## src/rtl/uart_pkg.sv

```systemverilog
// Shared types and constants for the UART transmit path.
// Holds the TX sequencer state encoding and the TSR handshake widths.
package uart_pkg;

    typedef enum logic [2:0] {
        TXC_IDLE,
        TXC_POP,
        TXC_START,
        TXC_SEND,
        TXC_GAP
    } tx_ctrl_state_e;

    localparam int unsigned TSR_DATA_W = 8;
    localparam int unsigned GAP_CNT_W  = 8;

endpackage

```

## src/rtl/uart_tx_ctrl.sv

```systemverilog
// UART transmit sequencer: pops the TX buffer into the TSR under enable/break/CTS gating,
// inserts an optional inter-frame gap, and produces THRE/TEMT status and the THRE interrupt pulse.
module uart_tx_ctrl
    import uart_pkg::*;
#(
    parameter int unsigned GAP_CYCLES = 0,
    parameter int unsigned CNT_W      = 16
) (
    input  logic                  pclk,
    input  logic                  preset,
    input  logic                  utrst,
    input  logic                  brk,
    input  logic                  afe,
    input  logic                  cts_n,
    input  logic                  tx_fifo_empty,
    input  logic [TSR_DATA_W-1:0] tx_data,
    input  logic                  tsr_busy,
    input  logic                  tsr_done,
    output logic                  tsr_load,
    output logic                  tsr_start,
    output logic [TSR_DATA_W-1:0] tsr_data,
    output logic                  thre,
    output logic                  temt,
    output logic                  thre_pulse,
    output logic [CNT_W-1:0]      tx_count
);

    localparam bit                   HasGap  = (GAP_CYCLES > 0);
    localparam logic [GAP_CNT_W-1:0] GapLoad = HasGap ? GAP_CNT_W'(GAP_CYCLES - 1) : '0;

    tx_ctrl_state_e        state_q, state_d;
    logic [GAP_CNT_W-1:0]  gap_cnt_q, gap_cnt_d;
    logic [TSR_DATA_W-1:0] tsr_data_q;
    logic [CNT_W-1:0]      count_q;
    logic                  thre_q;
    logic                  thre_pulse_q;
    logic                  go;
    logic                  frame_done;

    // Gating is only consulted here, so a frame already popped always runs to completion.
    assign go = utrst & ~brk & ~tx_fifo_empty & ~tsr_busy & ~(afe & cts_n);

    assign frame_done = (state_q == TXC_SEND) & tsr_done;

    always_comb begin
        state_d   = state_q;
        gap_cnt_d = gap_cnt_q;
        unique case (state_q)
            TXC_IDLE: begin
                if (go) begin
                    state_d = TXC_POP;
                end
            end
            TXC_POP: begin
                state_d = TXC_START;
            end
            TXC_START: begin
                state_d = TXC_SEND;
            end
            TXC_SEND: begin
                if (tsr_done) begin
                    if (HasGap) begin
                        state_d   = TXC_GAP;
                        gap_cnt_d = GapLoad;
                    end else begin
                        state_d = TXC_IDLE;
                    end
                end
            end
            TXC_GAP: begin
                if (gap_cnt_q == '0) begin
                    state_d = TXC_IDLE;
                end else begin
                    gap_cnt_d = gap_cnt_q - 1'b1;
                end
            end
            default: begin
                state_d   = TXC_IDLE;
                gap_cnt_d = '0;
            end
        endcase
    end

    always_ff @(posedge pclk or posedge preset) begin
        if (preset) begin
            state_q   <= TXC_IDLE;
            gap_cnt_q <= '0;
        end else begin
            state_q   <= state_d;
            gap_cnt_q <= gap_cnt_d;
        end
    end

    // Buffer head is fall-through, so it is valid during the pop cycle itself.
    always_ff @(posedge pclk or posedge preset) begin
        if (preset) begin
            tsr_data_q <= '0;
        end else if (state_q == TXC_POP) begin
            tsr_data_q <= tx_data;
        end
    end

    always_ff @(posedge pclk or posedge preset) begin
        if (preset) begin
            count_q <= '0;
        end else if (frame_done) begin
            count_q <= count_q + CNT_W'(1);
        end
    end

    // thre_q starts high so that an empty buffer out of reset raises no interrupt.
    always_ff @(posedge pclk or posedge preset) begin
        if (preset) begin
            thre_q       <= 1'b1;
            thre_pulse_q <= 1'b0;
        end else begin
            thre_q       <= tx_fifo_empty;
            thre_pulse_q <= tx_fifo_empty & ~thre_q;
        end
    end

    // Strobes decode straight from state so reset drops them without waiting for a clock.
    assign tsr_load   = (state_q == TXC_POP);
    assign tsr_start  = (state_q == TXC_START);
    assign tsr_data   = tsr_data_q;
    assign thre       = tx_fifo_empty;
    assign temt       = tx_fifo_empty & (state_q == TXC_IDLE) & ~tsr_busy;
    assign thre_pulse = thre_pulse_q;
    assign tx_count   = count_q;

endmodule

```

## config.mk

```make
export PLATFORM = sky130hd
export DESIGN_NAME = uart_tx_ctrl
export DESIGN_NICKNAME = d
export VERILOG_FILES = /design/src/rtl/uart_pkg.sv /design/src/rtl/uart_tx_ctrl.sv
export SDC_FILE = /design/constraint.sdc
export NUM_CORES = 1
export LEC_CHECK = 0
export CELL_PAD_IN_SITES_DETAIL_PLACEMENT = 1
export CELL_PAD_IN_SITES_GLOBAL_PLACEMENT = 2
export CORE_AREA = 2 2 68 70
export DETAILED_ROUTE_END_ITERATION = 7
export DIE_AREA = 0 0 70 72
export PLACE_DENSITY = 0.79
export REMOVE_ABC_BUFFERS = 1
export SLEW_MARGIN = 20
export SYNTH_ARGS = -nofsm -noshare
export SYNTH_HDL_FRONTEND = slang
export SYNTH_SLANG_ARGS = --single-unit
```

## constraint.sdc

```tcl
create_clock -name pclk -period 3.5 [get_ports pclk]
set_input_delay 0.525 -clock pclk [delete_from_list [all_inputs] [get_ports pclk]]
set_output_delay 0.525 -clock pclk [all_outputs]
set_load 0.005 [all_outputs]
```

After elaboration in Yosys (flattened, before gate mapping)
Index checks and enable logic that the tools add are counted.
{"block": "classes", "add_sub_neg": 2, "bitwise_logic": 15, "n_mux": 6, "n_reduce_logical": 5, "n_eq_ne": 8}
{"operator": "adder 16 x 1 -> 16 bit, second input constant", "n": 1}
{"operator": "case mux 8 bit (2 select lines)", "n": 1}
{"operator": "case mux 3 bit (5 select lines)", "n": 1}
{"operator": "bitwise AND 1 bit", "n": 9}
{"operator": "2-to-1 mux 3 bit", "n": 3}
{"operator": "zero test 8 bit", "n": 1}
{"operator": "2-to-1 mux 8 bit", "n": 1}
{"operator": "!= test 2 bit, second input constant", "n": 4}
{"operator": "subtractor 8 x 1 -> 8 bit, second input constant", "n": 1}
{"operator": "equality test 3 x 2 -> 1 bit, second input constant", "n": 2}
{"operator": "inverter 1 bit", "n": 6}
{"operator": "OR reduction 4 bit", "n": 1}
{"operator": "equality test 3 x 1 -> 1 bit, second input constant", "n": 1}
{"operator": "equality test 3 bit, second input constant", "n": 1}
{"operator": "zero test 3 bit", "n": 1}
{"operator": "AND reduction 3 bit", "n": 1}
{"operator": "AND reduction 2 bit", "n": 1}
{"block": "word_totals", "out_inout_bits": 29, "elab_cells": 42, "ff_bits": 37, "in_bits": 17}

Depth between registers and ports, before layout
Gate-level depths: netlist of the first run.
{"block": "logic_depth", "word_depth": 7, "depth_mapped": 5, "depth_no_buf": 5}

Worst setup path after synthesis of the first run
OpenSTA, ideal clock, no wires.
{"block": "synth_path", "path_type": "in2reg", "startpoint": "input tsr_busy", "endpoint": "register state_q[1]", "t_arrival_ps": 1371, "cell_stages": 4, "setup_ps": 128, "required_ps": 3372, "path_slack_ps": 2001, "cell_sequence": "nor4b_2 nand2_1 a21oi_2 mux2_1"}
{"block": "synth_via", "elab_chain_len": 5}
{"item": "from (decl)", "line_no": "uart_tx_ctrl.sv:17", "text": "input logic tsr_busy,"}
{"item": "inverter 1 bit", "line_no": "uart_tx_ctrl.sv:41", "text": "assign go = utrst & ~brk & ~tx_fifo_empty & ~tsr_busy & ~(afe & cts_n);"}
{"item": "bitwise AND 1 bit (2 in series)", "line_no": "uart_tx_ctrl.sv:41"}
{"item": "!= test 2 bit (no line)"}
{"item": "AND reduction 3 bit (no line)"}
{"item": "to (signal assigned)", "line_no": "uart_tx_ctrl.sv:89", "text": "state_q <= state_d;"}
{"item": "to (decl)", "line_no": "uart_tx_ctrl.sv:31", "text": "tx_ctrl_state_e state_q, state_d;"}
Every way passes these cells.
A chain may end at the register's enable or synchronous reset.

Worst setup path after layout of the first run
{"block": "layout_path", "startpoint": "input tx_fifo_empty", "endpoint": "output temt"}
{"block": "layout_via", "elab_chain_len": 2}
{"item": "from (decl)", "line_no": "uart_tx_ctrl.sv:15", "text": "input logic tx_fifo_empty,"}
{"item": "bitwise AND 1 bit (2 in series)", "line_no": "uart_tx_ctrl.sv:127", "text": "assign temt = tx_fifo_empty & (state_q == TXC_IDLE) & ~tsr_busy;"}
{"item": "to (decl)", "line_no": "uart_tx_ctrl.sv:23", "text": "output logic temt,"}
Every way passes these cells.

==> qor.csv, run 1 <==
stage,metric,value,unit
outcome,status,"finished, final reports clean",
timing,hold_viol,0,
grt,grt_max_degree,29,
pwr,leakage,0.788,nW
setup_path,startpoint,tx_fifo_empty,
clock_network,cts_resized,0,
clock_network,cts_tree,built,
cells_and_area,fin_nets,169,
grt,grt_pass1_vias,972,
timing,maxSlewViolCount,0,
yosys,synth.largest_area_cell,dfrtp_1,
timing,finalSetupViolCount,0,
clock_network,post-cts-setup-buffer-count,0,
yosys,yosys-top-cells-count,"27 x dfrtp_1, 13 x xnor2_1, 9 x mux2_2, 9 x nand2_1, 6 x nand3_1",
cells_and_area,final_core_util,42.8,%
floorplan,die_x,70,um
yosys,synth-main-ff-cell,dfrtp_1,
placed_design,preCtsSetupSlack,1.18,ns
setup_path,cp-endpoint,temt,
placed_design,io_buffers,45,
timing,finalWorstSetupSlack,1.18,ns
min_path,hp-start,tx_count[15],
pwr,irDropWorstVdd,0.232,mV
setup_path,crit_path_end_kind,primary output,
yosys,yosysSeqAreaShare,55.5,%
timing,period_share,66.4,%
cells_and_area,syn_to_final_growth,44.3,%
clock_network,cts_max_level,1,
timing,fin_worst_skew,0.00192,ns
clock_network,clkTransAtPathRegs,0.09,ns
timing,slew_headroom,60.0,%
floorplan,start_util,29.6,%
job,drv_cap,0,
route,routedWlPerCell,13.8,um
timing,fmax,430,MHz
floorplan,die_h,72,um
setup_path,reg2regPathDepth,5,
grt,grt_pass1_wl,4570,um
cells_and_area,antenna_cells,0,
route,drc_errors,0,
yosys,ys_types,26,
clock_network,cts_buffers,3,
yosys,synth-seq-cells,28,
clock_network,cts-root-buf,clkbuf_8,
cells_and_area,fill_cells,479,
yosys,synth_area,0.00126,sq mm
yosys,synth_area_leaders,"dfrtp_1 53%, xnor2_1 9.0%, mux2_2 8.0%",
clock_network,ctsHoldBuffers,0,
floorplan,die_area,0.00504,sq mm
floorplan,coreArea,0.00426,sq mm
route,vias_per_cell,4.46,
floorplan,ios,46,
timing,tns,0,ns
route,first_iter_violations,24,
route,vias,883,
yosys,synth_top_area_share,53.5,%
grt,grt_antenna_before_repair,0,
yosys,syn_area_per_cell,12.8,sq um
setup_path,cp.arrival,1.80,ns
floorplan,num_rows,24,
grt,track_usage,11.4,%
yosys,async_flop_share,100,%
cells_and_area,drive_gt1_share,15.8,%
route,ant_nets,0,
grt,overflow,0,
timing,fin_crit,2.32,ns
setup_path,cp_max_fo,5,
min_path,hold_path.class,reg -> reg,
clock_network,clk_path_buf_depth,2,
placed_design,post-dp-hpwl,2110,um
clock_network,clock_latency,0.27,ns
setup_path,r2r_setup_slack,1.95,ns
setup_path,critPathKind,in -> out,
setup_path,required,2.97,ns
setup_path,timing.rr.start,state_q[1],
yosys,synth_most_common_cell,dfrtp_1,
placed_design,gp_congestion,0.728,
yosys,synth_edf_count,0,
clock_network,clock-sinks,28,
route,first_pass_iters,4,
yosys,yosysWarnings,0,
timing,tightest_slew,0.600,ns
pwr,p_per_area,584,mW/mm^2
setup_path,timing.rr.end,tx_count[7],
route,wirelength,2730,um
yosys,postSynthCellCount,99,
timing,rsz0062_at_grt,false,
setup_path,critPathLaunchType,input pin,
sequential cells by signal (all words and copies together) (netlist names):
signal      cells
tx_count       16
thre_pulse      1
state_q         2
tsr_data        8
thre_q          1
report_power, final:
part           switching (mW)  internal, mW
registers              0.0618         0.404
logic                   0.140         0.260
clock network          0.0982         0.101
worst min-delay path by stage:
stage / end / cells past startpoint
final: tx_count[15] / 1
after global routing: tx_count[15] / 1
after CTS: tx_count[15] / 1
after detailed placement: tx_count[15] / 1
after global placement: tx_count[15] / 1
after floorplan: thre_pulse / 1
area by class of cell:
type	instances	area, sq um	area share [%]
inverter	4	15.0	0.824
tap	52	65.1	3.57
multi-input combinational	65	536	29.4
clock buffer	4	55.1	3.02
sequential	28	702	38.5
timing repair buffer	45	450	24.7
per-layer routing:
metal / routed length [um] / track usage (%) / part of all wire, % / up-vias
li1: - / - / - / 425
met1: 1220 / 14.8 / 45 / 439
met2: 1390 / 19.3 / 51 / 17
met3: 89 / 1.67 / 3.3 / 2
met4: 34 / 4.49 / 1.2 / 0
met5: 0 / 0 / 0 / -
worst max-delay path, cell delays in order:
cell	delay, ns
clkdlybuf4s50_1	0.56
and3b_1	0.21
clkdlybuf4s50_1	0.50
cell families after synthesis:
logic type      count (synthesis)  synth area share, %
mux                            10                 8.91
flops                          28                 55.5
xor+xnor                       15                 10.4
buf+inv                         6                 2.08
simple gates                   32                 16.4
fa+ha+maj                       5                 4.95
compound gates                  3                 1.68
placed cells by master, fill, tap and decap left out, types with 2 or more instances in the layout:
cell type,instances
nand2_1,9
xor2_1,2
dfrtp_1,27
ha_1,5
nor2b_1,3
xnor2_1,13
nand4_1,2
clkdlybuf4s50_1,45
clkbuf_8,4
nand2_2,2
nor3_4,2
inv_1,3
and2_1,2
nand3_1,6
mux2_2,9
stage by stage:
stage          instances  power, mW  hold WS [ns]  instance area (sq um)
2_1_floorplan         97      0.652         0.464                   1250
3_3_place_gp         194      0.863         0.458                   1770
3_5_place_dp         194      0.881         0.475                   1770
4_1_cts              198       1.08         0.488                   1820
5_1_grt              198       1.14         0.512                   1820
6_report             198       1.06         0.476                   1820
(Power assumes the default switching activity.)
==> run 2, diff against run 1 <==
- CORE_AREA: 2 2 68 70 -> 2 2 72 74
- DIE_AREA: 0 0 70 72 -> 0 0 74 76
- PLACE_DENSITY: 0.79 -> 0.71
- clock period: 3.5 -> 2.4 ns (I/O delays scaled with it)
==> run 2 against run 1 <==
  * Setup slack worse by 0.87 ns
  * Total power is 47% higher
  * Sequential share of layout area is 0.78 points lower
  * Flip-flop and latch count stayed put
  * Clock power is 44% higher
  * Routed wire length is 4.9% higher
  * Largest cell class unchanged
==> qor.csv, run 2 (synthesis gave the netlist of run 1 again) <==
stage,metric,value,unit,change
floorplan,start_util,25.7,%,-3.9 points
route,vias_per_cell,4.18,,-6.3%
cells_and_area,largest_reg_flops,16,,unchanged
clock_network,clkTransAtPathRegs,0.10,ns,about the same
grt,grt_antenna_before_repair,0,,unchanged
placed_design,io_buffers,45,,unchanged
floorplan,ios,46,,unchanged
route,routedWlPerCell,13.1,um,-4.7%
pwr,p_per_area,843,mW/mm^2,+44%
setup_path,crit_path_end_kind,primary output,,
setup_path,cp.arrival,1.73,ns,-0.07 ns
setup_path,r2r_setup_slack,0.85,ns,-1.10 ns
timing,hold_viol,0,,unchanged
cells_and_area,fill_cells,535,,+12%
cells_and_area,antenna_cells,0,,unchanged
cells_and_area,final_cell_mix,"45 x clkdlybuf4s50_1, 27 x dfrtp_1, 13 x xnor2_1, 9 x nand2_1, 9 x mux2_2",,
clock_network,cts_resized,0,,unchanged
route,first_pass_iters,3,,-1
cells_and_area,final_core_util,37.9,%,-4.9 points
clock_network,clk_path_buf_depth,2,,unchanged
grt,overflow,0,,unchanged
floorplan,die_area,0.00562,sq mm,+12%
timing,maxSlewViolCount,0,,unchanged
setup_path,cp_top_family,buffers and inverters,,
setup_path,critPathSlowestCell,clkdlybuf4s50_1,,
setup_path,cp_max_fo,4,,-1
min_path,hold_path.class,in -> async,,
timing,slew_headroom,75.9,%,+16 points
timing,finalSetupViolCount,0,,unchanged
timing,fin_worst_skew,0.00652,ns,+0.00460 ns
pwr,switching_share,28.5,%,+0.35 points
clock_network,clock_latency,0.27,ns,about the same
pwr,finalPower,1.57,mW,+47%
pwr,seqPwrFrac,43.3,%,-0.5 points
placed_design,post-dp-hpwl,2260,um,+6.7%
floorplan,die_x,74,um,+5.7%
timing,fmax,479,MHz,
timing,fin_crit,2.09,ns,
route,ant_nets,0,,unchanged
pwr,power.internal,1.12,mW,+47%
setup_path,worst-path-buf-inv,2,,unchanged
clock_network,ctsHoldBuffers,0,,unchanged
cells_and_area,mostFrequentLayoutCell,clkdlybuf4s50_1,,
pwr,clkPwrFrac,18.3,%,-0.4 points
timing,tightest_slew,0.362,ns,-0.238 ns
clock_network,cts_buffers,3,,unchanged
clock_network,cts-root-buf,clkbuf_8,,
grt,grt_pass1_vias,990,,+1.9%
pwr,power.switching,447,uW,+49%
setup_path,required,2.04,ns,-0.93 ns
outcome,status,"finished, final reports clean",,
clock_network,cts_tree,built,,
setup_path,critPathLaunchType,register,,
floorplan,num_rows,26,,+8.3%
clock_network,post-cts-setup-buffer-count,0,,unchanged
pwr,irDropWorstVdd,0.339,mV,+46%
timing,rsz0062_at_grt,false,,
route,drc_errors,0,,unchanged
route,vias,911,,+3.2%
job,drv_cap,0,,unchanged
pwr,power.share.combinational,38.4,%,+0.8 points
floorplan,die_h,76,um,+5.6%
clock_network,clock-sinks,28,,unchanged
floorplan,coreArea,0.00491,sq mm,+15%
setup_path,slowest_delay,0.50,ns,-0.06 ns
grt,track_usage,10.9,%,-0.49 points
grt,grt_pass1_wl,4820,um,+5.3%
route,wirelength,2860,um,+4.9%
pwr,leakage,0.799,nW,+1.4%
placed_design,gp_congestion,0.659,,-9.5%
clock_network,cts_max_level,1,,unchanged
timing,tns,0,ns,unchanged
route,first_iter_violations,9,,-63%
grt,grt_max_degree,29,,unchanged
timing,period_share,87.1,%,
setup_path,crit_chain,inv_1 -> ha_1 -> and3b_1 -> clkdlybuf4s50_1,,
cells_and_area,syn_to_final_growth,47.2,%,
cells_and_area,drive_gt1_share,16.2,%,+0.46 points
cells_and_area,fin_nets,171,,+1.2%
setup_path,critPathKind,reg -> out,,
## run 2: cell types whose count changed in the layout (fill, tap and decap cells not counted)
cell | before | now
inv_1 | 3 | 4
inv_2 | 1 | 0
buf_4 | 0 | 2
## run 2: area by class of cell
type / count / area (sq um) / share of cell area, %
tap: 70 / 87.6 / 4.71
multi-input combinational: 65 / 536 / 28.8
clock buffer: 4 / 55.1 / 2.96
inverter: 4 / 15.0 / 0.807
sequential: 28 / 702 / 37.7
timing repair buffer: 47 / 465 / 25.0
## run 2: metrics by stage
stage,cell area (sq um),worst slack (ns),cells,hold slack [ns]
finish,1860,0.311,218,0.465
global route,1860,0.208,218,0.519
CTS,1860,0.287,218,0.477
detailed placement,1810,0.397,214,0.470
global placement,1810,0.467,214,0.463
floorplan,1250,1.07,97,0.364
## run 2: power by group through the flow
stage | clock, mW | sequential [mW] | combinational [mW]
4_1_cts | 0.308 | 0.682 | 0.616
3_5_place_dp | 0 | 0.689 | 0.612
3_3_place_gp | 0 | 0.683 | 0.593
5_1_grt | 0.325 | 0.703 | 0.653
6_report | 0.287 | 0.679 | 0.602
2_1_floorplan | 0 | 0.683 | 0.268
## run 2: worst register-to-register path: stages (launching register included)
cell and delay [ns]:
dfrtp_1 0.40, ha_1 0.27, nand2_2 0.11, nor3_4 0.31
and4_1 0.25, xor2_1 0.14
## run 2: final timing paths
| path | cells past startpoint | endpoint | from |
|---|---|---|---|
| max in group asynchronous | 3 | thre_q | preset |
| setup / recovery | 4 | temt | state_q[0] |
| setup reg to reg | 5 | tx_count[7] | state_q[0] |
| hold / removal | 3 | tx_count[10] | preset |
| hold reg to reg | 1 | tx_count[15] | tx_count[15] |
| min in group pclk | 1 | tx_count[15] | tx_count[15] |
## run 2: routing by layer
metal | share of wire, % | up-vias | track usage [%] | routed length (um)
met2 | 53 | 16 | 18.2 | 1520
met3 | 1.5 | 2 | 0.794 | 43
met4 | 1.2 | 0 | 3.82 | 34
li1 | - | 429 | - | -
met5 | 0 | - | 0 | 0
met1 | 44 | 464 | 14.6 | 1260
